==> src/rtl/multibyte_add_seq_if.sv <==
// Operand/result handshake plus the byte-wide adder connection of the
// multi-byte sequential adder. The slave side is the adder sequencer itself.
// The master side is its environment: the requester, the consumer, and the
// external 8-bit adder.
interface multibyte_add_seq_if #(
  parameter int NBYTES = 4
);
  localparam int W = 8 * NBYTES;

  // operand request
  logic         in_valid;
  logic         in_ready;
  logic [W-1:0] in_a;
  logic [W-1:0] in_b;
  logic         in_cin;

  // external byte adder
  logic [7:0]   add_a;
  logic [7:0]   add_b;
  logic         add_cin;
  logic [7:0]   add_sum;
  logic         add_cout;

  // result delivery
  logic         out_valid;
  logic         out_ready;
  logic [W-1:0] out_sum;
  logic         out_cout;
  logic         out_ovf;

  modport master (
    output in_valid, in_a, in_b, in_cin, out_ready, add_sum, add_cout,
    input  in_ready, add_a, add_b, add_cin, out_valid, out_sum, out_cout, out_ovf
  );

  modport slave (
    input  in_valid, in_a, in_b, in_cin, out_ready, add_sum, add_cout,
    output in_ready, add_a, add_b, add_cin, out_valid, out_sum, out_cout, out_ovf
  );
endinterface

==> src/rtl/multibyte_add_seq.sv <==
// Sequential W-bit adder (W = 8*NBYTES). It pushes one byte per cycle,
// least significant byte first, through an external 8-bit ripple adder.
// The carry is chained between bytes, so the result equals a single W-bit add.
module multibyte_add_seq #(
  parameter int NBYTES = 4
) (
  input  logic                clk,
  input  logic                rst_n,
  multibyte_add_seq_if.slave  bus,
  output logic                busy
);

  // Byte index width. It stays at least 1 bit so that NBYTES=1 still has a
  // legal (constant-zero) index register.
  localparam int              IW   = (NBYTES > 1) ? $clog2(NBYTES) : 1;
  localparam logic [IW-1:0]   LAST = IW'(NBYTES - 1);

  typedef enum logic [1:0] {
    IDLE,
    RUN,
    DONE
  } state_t;

  state_t                   state;
  logic [IW-1:0]            idx;
  logic                     carry;
  logic [NBYTES-1:0][7:0]   a_q;
  logic [NBYTES-1:0][7:0]   b_q;
  logic [NBYTES-1:0][7:0]   sum_q;
  logic                     cout_q;
  logic                     ovf_q;
  logic                     a_msb;
  logic                     b_msb;

  assign a_msb = a_q[NBYTES-1][7];
  assign b_msb = b_q[NBYTES-1][7];

  // Sequencer: accept operands, walk the bytes through the adder, then hold the result.
  // NOTE: every register here, including the operand and sum byte arrays, is
  // cleared by the async reset. An abort during RUN/DONE therefore leaves no
  // stale partial result visible on out_sum.
  always_ff @(posedge clk or negedge rst_n) begin
    if (!rst_n) begin
      state  <= IDLE;
      idx    <= '0;
      carry  <= 1'b0;
      a_q    <= '0;
      b_q    <= '0;
      sum_q  <= '0;
      cout_q <= 1'b0;
      ovf_q  <= 1'b0;
    end else begin
      // NOTE: non-blocking assignments throughout. idx, carry and the byte
      // arrays are all read in the same cycle they are updated, and every
      // read must see the value from before the edge.
      case (state)
        IDLE: begin
          if (bus.in_valid) begin
            a_q   <= bus.in_a;
            b_q   <= bus.in_b;
            carry <= bus.in_cin;
            idx   <= '0;
            state <= RUN;
          end
        end
        RUN: begin
          sum_q[idx] <= bus.add_sum;
          carry      <= bus.add_cout;
          if (idx == LAST) begin
            cout_q <= bus.add_cout;
            // Signed overflow: operands agree in sign but the top result byte does not.
            ovf_q  <= (a_msb == b_msb) && (bus.add_sum[7] != a_msb);
            state  <= DONE;
          end else begin
            idx <= idx + 1'b1;
          end
        end
        DONE: begin
          if (bus.out_ready) begin
            state <= IDLE;
          end
        end
        default: state <= IDLE;
      endcase
    end
  end

  // Adder drive and handshake flags, decoded purely from the registered state.
  // NOTE: every output gets a default before the case-like logic, so no
  // path leaves a value unassigned and no latch is inferred.
  always_comb begin
    bus.add_a     = '0;
    bus.add_b     = '0;
    bus.add_cin   = 1'b0;
    if (state == RUN) begin
      bus.add_a   = a_q[idx];
      bus.add_b   = b_q[idx];
      bus.add_cin = carry;
    end
    bus.in_ready  = (state == IDLE);
    bus.out_valid = (state == DONE);
    bus.out_sum   = sum_q;
    bus.out_cout  = cout_q;
    bus.out_ovf   = ovf_q;
    busy          = (state != IDLE);
  end

endmodule

==> src/flat_wrapper.sv <==
// flat-port wrapper written by rule: the top's interface ports become plain ports
module multibyte_add_seq_flat 
#(
  parameter int NBYTES = 4
)
  (clk, rst_n, busy, bus_in_valid, bus_in_a, bus_in_b, bus_in_cin, bus_out_ready, bus_add_sum, bus_add_cout, bus_in_ready, bus_add_a, bus_add_b, bus_add_cin, bus_out_valid, bus_out_sum, bus_out_cout, bus_out_ovf);
  multibyte_add_seq_if #(.NBYTES(NBYTES)) bus_i ();
  input  logic clk;
  input  logic rst_n;
  output logic busy;
  input wire logic [$bits(bus_i.in_valid)-1:0] bus_in_valid;
  input wire logic [$bits(bus_i.in_a)-1:0] bus_in_a;
  input wire logic [$bits(bus_i.in_b)-1:0] bus_in_b;
  input wire logic [$bits(bus_i.in_cin)-1:0] bus_in_cin;
  input wire logic [$bits(bus_i.out_ready)-1:0] bus_out_ready;
  input wire logic [$bits(bus_i.add_sum)-1:0] bus_add_sum;
  input wire logic [$bits(bus_i.add_cout)-1:0] bus_add_cout;
  output wire logic [$bits(bus_i.in_ready)-1:0] bus_in_ready;
  output wire logic [$bits(bus_i.add_a)-1:0] bus_add_a;
  output wire logic [$bits(bus_i.add_b)-1:0] bus_add_b;
  output wire logic [$bits(bus_i.add_cin)-1:0] bus_add_cin;
  output wire logic [$bits(bus_i.out_valid)-1:0] bus_out_valid;
  output wire logic [$bits(bus_i.out_sum)-1:0] bus_out_sum;
  output wire logic [$bits(bus_i.out_cout)-1:0] bus_out_cout;
  output wire logic [$bits(bus_i.out_ovf)-1:0] bus_out_ovf;
  assign bus_i.in_valid = bus_in_valid;
  assign bus_i.in_a = bus_in_a;
  assign bus_i.in_b = bus_in_b;
  assign bus_i.in_cin = bus_in_cin;
  assign bus_i.out_ready = bus_out_ready;
  assign bus_i.add_sum = bus_add_sum;
  assign bus_i.add_cout = bus_add_cout;
  assign bus_in_ready = bus_i.in_ready;
  assign bus_add_a = bus_i.add_a;
  assign bus_add_b = bus_i.add_b;
  assign bus_add_cin = bus_i.add_cin;
  assign bus_out_valid = bus_i.out_valid;
  assign bus_out_sum = bus_i.out_sum;
  assign bus_out_cout = bus_i.out_cout;
  assign bus_out_ovf = bus_i.out_ovf;
  multibyte_add_seq #(.NBYTES(NBYTES)) u_core (.clk(clk), .rst_n(rst_n), .bus(bus_i), .busy(busy));
endmodule
==> config.mk <==
export PLATFORM = sky130hd
export DESIGN_NAME = multibyte_add_seq_flat
export DESIGN_NICKNAME = d
export VERILOG_FILES = /design/src/rtl/multibyte_add_seq_if.sv /design/src/rtl/multibyte_add_seq.sv /design/src/flat_wrapper.sv
export SDC_FILE = /design/constraint.sdc
export NUM_CORES = 1
export LEC_CHECK = 0
export ABC_AREA = 1
export ABC_CLOCK_PERIOD_IN_PS = 2100
export BUFFER_PORTS_ARGS = -buffer_cell sky130_fd_sc_hd__buf_2
export CAP_MARGIN = 10
export CORE_MARGIN = 2
export CORE_UTILIZATION = 43
export DETAILED_ROUTE_END_ITERATION = 10
export GPL_ROUTABILITY_DRIVEN = 0
export PLACE_DENSITY = 0.74
export SKIP_LAST_GASP = 1
export SYNTH_ARGS = -nofsm -noshare
export SYNTH_HDL_FRONTEND = slang
export SYNTH_SLANG_ARGS = --single-unit
==> constraint.sdc <==
create_clock -name clk -period 2.1 [get_ports clk]
set_input_delay 0.21 -clock clk [delete_from_list [all_inputs] [get_ports clk]]
set_output_delay 0.21 -clock clk [all_outputs]
set_load 0.01 [all_outputs]
==> run summary, run 1 <==
The number of buffers and inverters on the critical path is 3. Required time reported for the critical path endpoint: 1.89 ns. Detailed placement finished with a half-perimeter wire length of 7.876 mm. The detail-routed net length per standard cell is 13.13 um. The path class of the tightest hold or removal check is in -> reg. Clock tree synthesis inserted a total of 9 buffers. The number of nets in the final layout was 761; the horizontal die dimension was 107.6 um. Standby leakage power: 3.072 nW. In this run, the number of DRC markers left after iteration 0 of detailed routing was 208. Synthesis inferred 103 register bits.

TritonCTS built the clock tree. Broken down by cell family, the worst path's largest delay share belongs to buffers and inverters. The share of the Yosys chip area taken by registers is 55.84%. The mean instance size in the synthesized netlist is 8.332 sq um, and the number of synthesized flops with an enable pin is 0. Among all stages on the critical path, the largest delay is contributed by sky130_fd_sc_hd__dfrtp_1.

The worst register-to-register path has a setup slack of 0.45 ns. The clock latency on the worst-skew pair came out at 0.36 ns. The most instantiated flip-flop cell in the synthesis netlist was sky130_fd_sc_hd__dfrtp_1. The clock period minus final worst setup slack is 1.918 ns, and the via density per instance is 4.823. The number of nets handed over by synthesis was 636. The number of violations of the max-capacitance limit is 0, and the number of antenna-violating nets in the routed design is 0.

Setup violations remaining at the end of the flow were counted as 0. The library cells used most frequently in the layout, excluding fill and tap cells, are 130 x sky130_fd_sc_hd__buf_2, 107 x sky130_fd_sc_hd__nand2_1, 103 x sky130_fd_sc_hd__dfrtp_1. Number of global-route vias before repair: 3799. The number of rows in the core area is 37.

After synthesis, the share of flip-flops with an asynchronous set or reset is 100.0%. The logs give 56 for the largest net degree at the start of global routing and 65.55% for the worst relative slew slack. Across every metal layer, demand over resource in global routing totals 19.13%. The mapped cell area is 4616 sq um, and the clock slew seen by the registers of the worst setup and hold paths is 0.09 ns.

Setup repair after global routing left no endpoint under its margin. At the pin with the least slew margin, the transition time is 0.5161 ns. The count of antenna diodes in the layout was 0.

For the final routed database, the setup TNS stands at 0 ns. The tools report the number of library cell types mapped by synthesis as 19. The final number of max-transition violations is 0. On the final layout, the worst hold slack is 0.03468 ns. VDD sags by at most 0.8199 mV.

In this run the tool buffered the top-level ports with 131 buffer cells. The floorplan step set the die height to 107.6 um. During I/O placement, the number of pins put on the boundary was 132.

The largest fanout on the critical path works out to 11. STA classifies the critical path endpoint as an output pin. The tools report the final-layout fill cell count as 1014.

The tools report the setup skew after layout as 0.01406 ns. The signal on the critical path passes through clkinv_1 -> buf_4 -> nand3_1 -> a21oi_1 -> buf_2. Leaving out fill and tap cells, the most frequent cell in the layout is sky130_fd_sc_hd__buf_2. The critical path class was reg -> out. Before antenna repair, the detailed router went through 4 iterations. The number of warnings printed during yosys synthesis was 0; the overall die area was 11580 sq um. The first global-routing pass estimated 17.63 mm of wire.

Counting every instance in the synthesized netlist gives 554. After detailed routing, the total wire length is 10.77 mm. Across the whole layout, storage elements account for 2577 sq um. For the total grt overflow, the log shows 0.

From synthesis to final layout, the design area changed by 20.87%. In this run the clock root is driven by a sky130_fd_sc_hd__clkbuf_8. In the routed design, unresolved DRC markers number 0. In the final layout, the multi-input gates occupy 1529 sq um. The arrival time reported for the critical path endpoint was 1.71 ns; the hold violation count in the final report was 0. The clock net in this run drives a total of 103 sinks. STA classifies the critical path startpoint as a flop. Across all layers, the routed design uses 3955 vias. Dividing total power by cell area gives a power density of 1555 nW/um^2. The run finished with clean final reports.

On the worst path, the slowest cell contributes a delay of 0.41 ns. Maximum buffer depth of the clock tree: 2. For the initial antenna violation count, the log shows 0. The post-route netlist has 24.27% of its cells at a drive strength greater than 1.

The H-tree generated during clock tree synthesis spans 3 levels. The number of setup buffers added after CTS is 0. The final cycle utilization of the critical path is 91.32%, and the initial core utilization is 44.51%. Derived from the worst setup path, the maximum achievable clock frequency is 0.5214 GHz. The core region is 10370 sq um.
-- worst paths after layout --
| path | start | to | depth (start not counted) |
|---|---|---|---|
| max | u_core.idx[1] | bus_add_b[1] | 5 |
| min | bus_out_ready | u_core.state[1] | 2 |
| max reg2reg | u_core.idx[1] | u_core.bus.out_sum[25] | 6 |
| min reg2reg | u_core.bus.out_sum[6] | u_core.bus.out_sum[6] | 2 |
| max in group asynchronous | rst_n | u_core.b_q[11] | 3 |
| min in group asynchronous | rst_n | u_core.bus.out_sum[5] | 2 |
-- routing by layer --
metal	GRT usage (%)	up-vias	part of all wire, %
met5	0	-	0
met4	6.593	0	1.3
met3	4.116	12	6.5
met2	29.78	129	46
met1	26.55	1839	47
li1	-	1975	-
-- synthesized netlist by cell type (2+ instances only) --
cell type	number	share of area, %
sky130_fd_sc_hd__buf_4	2	0.33
sky130_fd_sc_hd__o21ai_0	11	1.2
sky130_fd_sc_hd__buf_2	15	1.6
sky130_fd_sc_hd__nand3_1	37	4.0
sky130_fd_sc_hd__ha_1	4	1.1
sky130_fd_sc_hd__inv_1	79	6.4
sky130_fd_sc_hd__dfrtp_1	103	56
sky130_fd_sc_hd__nor2_1	67	5.4
sky130_fd_sc_hd__buf_6	9	2.2
sky130_fd_sc_hd__nand2_1	107	8.7
sky130_fd_sc_hd__o21ai_1	26	2.8
sky130_fd_sc_hd__clkbuf_1	5	0.41
sky130_fd_sc_hd__a21oi_1	80	8.7
sky130_fd_sc_hd__nand2_2	4	0.54
-- flip-flops by register name, indices dropped and copies added (netlist names) --
| name | count |
|---|---|
| u_core.carry | 1 |
| u_core.state | 2 |
| u_core.bus.out_sum | 32 |
| u_core.b_msb | 1 |
| u_core.a_msb | 1 |
| u_core.a_q | 31 |
| u_core.bus.out_ovf | 1 |
| u_core.idx | 2 |
| u_core.b_q | 31 |
| u_core.bus.out_cout | 1 |
-- per-stage QoR --
| step | util (%) | instances | setup slack [ns] | total power [W] | area [sq um] |
|---|---|---|---|---|---|
| floorplan | - | 554 | 0.5788 | 0.006113 | 4616 |
| global placement | 51.82 | 803 | 0.5682 | 0.007351 | 5374 |
| detailed placement | 51.82 | 803 | 0.4883 | 0.007506 | 5374 |
| CTS | 53.80 | 820 | 0.1696 | 0.008754 | 5579 |
| global route | 53.80 | 820 | 0.06467 | 0.009462 | 5579 |
| finish | 53.80 | 820 | 0.1822 | 0.008676 | 5579 |
-- cells by family after synthesis --
kind of cell	count (synthesis)	synth area share (%)
buffers and inverters	112	11.14
adders and majority gates	4	1.084
DFF	103	55.84
AOI/OAI and AO/OA	118	12.85
and+or+nand+nor	217	19.08
-- where the power goes --
group          leakage [nW]  internal (W)  switching [W]
Sequential             1.17       0.00293       0.000388
Clock                0.0933      0.000558       0.000670
Combinational          1.81       0.00153        0.00260
-- layout make-up --
cell class	count	area share, %
multi-input combinational	339	27.41
clock buffer	10	2.288
tap	136	3.050
inverter	81	5.450
sequential	103	46.20
timing repair buffer	145	14.40
clock inverter	6	1.211
-- timing repair --
| item | in CTS | in global routing |
|---|---|---|
| resized for setup | 0 | 0 |
| hold buffers | 1 | 0 |
| endpoints found under the setup margin | 0 | 0 |
| hold endpoints to repair | 35 | 0 |
No activity file was read; power rests on OpenSTA's default activity.
==> run 2, diff against run 1 <==
- CELL_PAD_IN_SITES_DETAIL_PLACEMENT: unset -> 2
- CELL_PAD_IN_SITES_GLOBAL_PLACEMENT: unset -> 2
- CORE_UTILIZATION: 43 -> 30
- PLACE_DENSITY: 0.74 -> 0.86
==> run summary, run 2 (synthesis results as in run 1) <==
The flow ran to the end, and the final reports show no timing, DRC or antenna violations. Of the available clock period, the critical path in the final layout requires 88.59%. Measured against its own limit, the worst slew margin works out to 63.50%.

The clock period minus final worst setup slack was 1.860 ns. In this run, the number of DRC markers left after iteration 0 of detailed routing was 109. For the maximum resistive drop on vdd, the log shows 0.4957 mV. For the summed area of non-filler cells in the final layout, the log shows 5772 sq um. Area of the core region: 15150 sq um. In this run the vertical extent of the chip is 128.0 um. Once the clock tree was built, the setup fixing pass inserted 0 buffers.

The tools report the element type at the critical path start as a flop. Traced cell by cell, the critical path runs through inv_1 -> buf_4 -> nand2_1 -> nand3_1 -> a21oi_1 -> buf_2. Relative to the synthesized area, the layout overhead comes to 25.05%. The register with the most flip-flops in the layout has 32 of them.

The min-delay analysis places its worst path in the category in -> reg. Master of the slowest instance on the critical path: sky130_fd_sc_hd__dfrtp_1. The horizontal die dimension works out to 128.0 um.

TritonCTS built the clock tree. The tools report the area taken by multi-input logic gates as 1531 sq um. Most common library cell in the layout ignoring fill and taps: sky130_fd_sc_hd__buf_2. The tools report the total of endpoints with negative setup slack in the final report as 0. In the final layout, the share of cells above drive strength 1 is 24.56%. The library cells used most frequently in the layout, excluding fill and tap cells, are 130 x sky130_fd_sc_hd__buf_2, 106 x sky130_fd_sc_hd__nand2_1, 103 x sky130_fd_sc_hd__dfrtp_1. The hold violation count in the final report is 0, and the number of placed I/O pins is 132. Clock tree synthesis inserted a total of 9 buffers.

For the number of global-route vias before repair, the log shows 4707. For the pin with the worst max-slew slack, the measured transition is 0.5469 ns. The logs give 2 for the maximum buffer depth of the clock tree and 0.5375 GHz for the upper clock frequency limit. STA puts the critical path data required time at 1.89 ns. Setup repair after global routing left no endpoint under its margin.

The overall die area came out at 16390 sq um. For the depth of the CTS H-tree, the log shows 3. Across the run, the number of max-cap violations was 0.

On the final layout, the worst clock skew is 0.007795 ns. Global routing consumed, over all layers together, 18.51% of the routing resources. The total of buffers placed on input and output ports came out at 131.

Using the TritonRoute via totals, the vias-per-cell ratio works out to 4.736. The critical path class is reg -> out. The end-of-flow core utilization is 38.11%, and the arrival time reported for the critical path endpoint is 1.65 ns. The number of nets in the final layout is 761, and the number of sinks handled by clock tree synthesis is 103. Detailed placement finished with a half-perimeter wire length of 10.74 mm. STA classifies the critical path endpoint as an output pin. The final total negative setup slack is 0 ns. Across the whole layout, storage elements account for 2577 sq um.

Wires add up to 14.49 mm. The count of buffer and inverter cells on the critical path is 3. The clock reaches the later pin of the worst-skew pair after 0.35 ns. Entering global routing, the biggest net connects 56 pins. The final-layout fill cell count is 1733, and the detail-routed net length per standard cell is 16.62 um.

The largest fanout on the critical path was 20. The cell family contributing the most delay on the critical path is buffers and inverters. In this run the cell area measured after placement is 5426 sq um. Across all hold checks on the routed design, the worst slack comes to 0.05834 ns. The design draws 0.009554 W. For the count of antenna diodes in the layout, the log shows 0. The cell at the root of the clock tree is sky130_fd_sc_hd__clkbuf_16. The largest single stage delay on the critical path is 0.44 ns. The routed layout has 4130 vias. For this run, the detailed router's first-pass iteration total came to 4. The logs give 23.74 mm for the wire length of the first global-routing pass and 0 for the total grt overflow. In this run the static leakage power is 3.130 nW.

Row generation in the floorplan step produced 45 rows. Power density over cell area: 1655 nW/um^2. For this run, design rule violations remaining after detail routing come to 0. The clock slew seen by the registers of the worst setup and hold paths is 0.07 ns, and the final number of max-transition violations is 0. For this configuration, the core starts out at a cell density of 30.48%. The number of antenna-violating nets in the routed design is 0, and the initial antenna violation count is 0.
run 2: worst reg2reg max path, cell delays in order, from the launching register on:
cell,delay (ns)
sky130_fd_sc_hd__dfrtp_1,0.44
sky130_fd_sc_hd__ha_1,0.24
sky130_fd_sc_hd__inv_1,0.10
sky130_fd_sc_hd__nor2_1,0.07
sky130_fd_sc_hd__inv_1,0.42
sky130_fd_sc_hd__nand2_1,0.12
sky130_fd_sc_hd__o21ai_0,0.11
run 2: power by group:
part / leakage (nW) / switching [W] / internal, W / total (W)
Clock: 0.158 / 0.000739 / 0.00111 / 0.00185
Combinational: 1.80 / 0.00281 / 0.00151 / 0.00432
Sequential: 1.17 / 0.000444 / 0.00294 / 0.00339
run 2: repair_timing:
item,4_1_cts,5_1_grt
endpoints found under the setup margin,0,3
gates resized for setup,0,1
endpoints found under the hold margin,36,0
hold buffers,1,0
run 2: path summary, 6_finish.rpt:
path	start	to	slack (ns)	cells past startpoint
max	u_core.idx[0]	bus_add_b[1]	0.24	6
min	bus_out_ready	u_core.state[1]	0.06	2
max reg2reg	u_core.idx[0]	u_core.bus.out_sum[30]	0.51	6
min reg2reg	u_core.bus.out_sum[0]	u_core.bus.out_sum[0]	0.51	2
max in group asynchronous	rst_n	u_core.bus.out_sum[12]	1.03	3
min in group asynchronous	rst_n	u_core.bus.out_sum[6]	0.39	2
run 2: cell type report:
cell class | count | area share (%)
clock buffer | 11 | 4.379
inverter | 81 | 5.268
clock inverter | 5 | 1.387
multi-input combinational | 339 | 26.53
tap | 188 | 4.075
timing repair buffer | 145 | 13.70
sequential | 103 | 44.66
run 2: routing by layer:
layer  wire (um)  vias to the layer above  track usage (%)  share of wire [%]
met5           0                        -                0                  0
met4         257                        0            5.947                1.8
met3         529                       21            2.963                3.7
met2        7254                       99            33.19                 50
met1        6449                     2038            22.77                 45
li1            -                     1972                -                  -
run 2: per-stage QoR:
stage / std cells / setup slack (ns)
2_1_floorplan: 554 / 0.5788
3_3_place_gp: 855 / 0.4712
3_5_place_dp: 855 / 0.3434
4_1_cts: 872 / 0.09221
5_1_grt: 872 / 0.1080
6_report: 872 / 0.2395
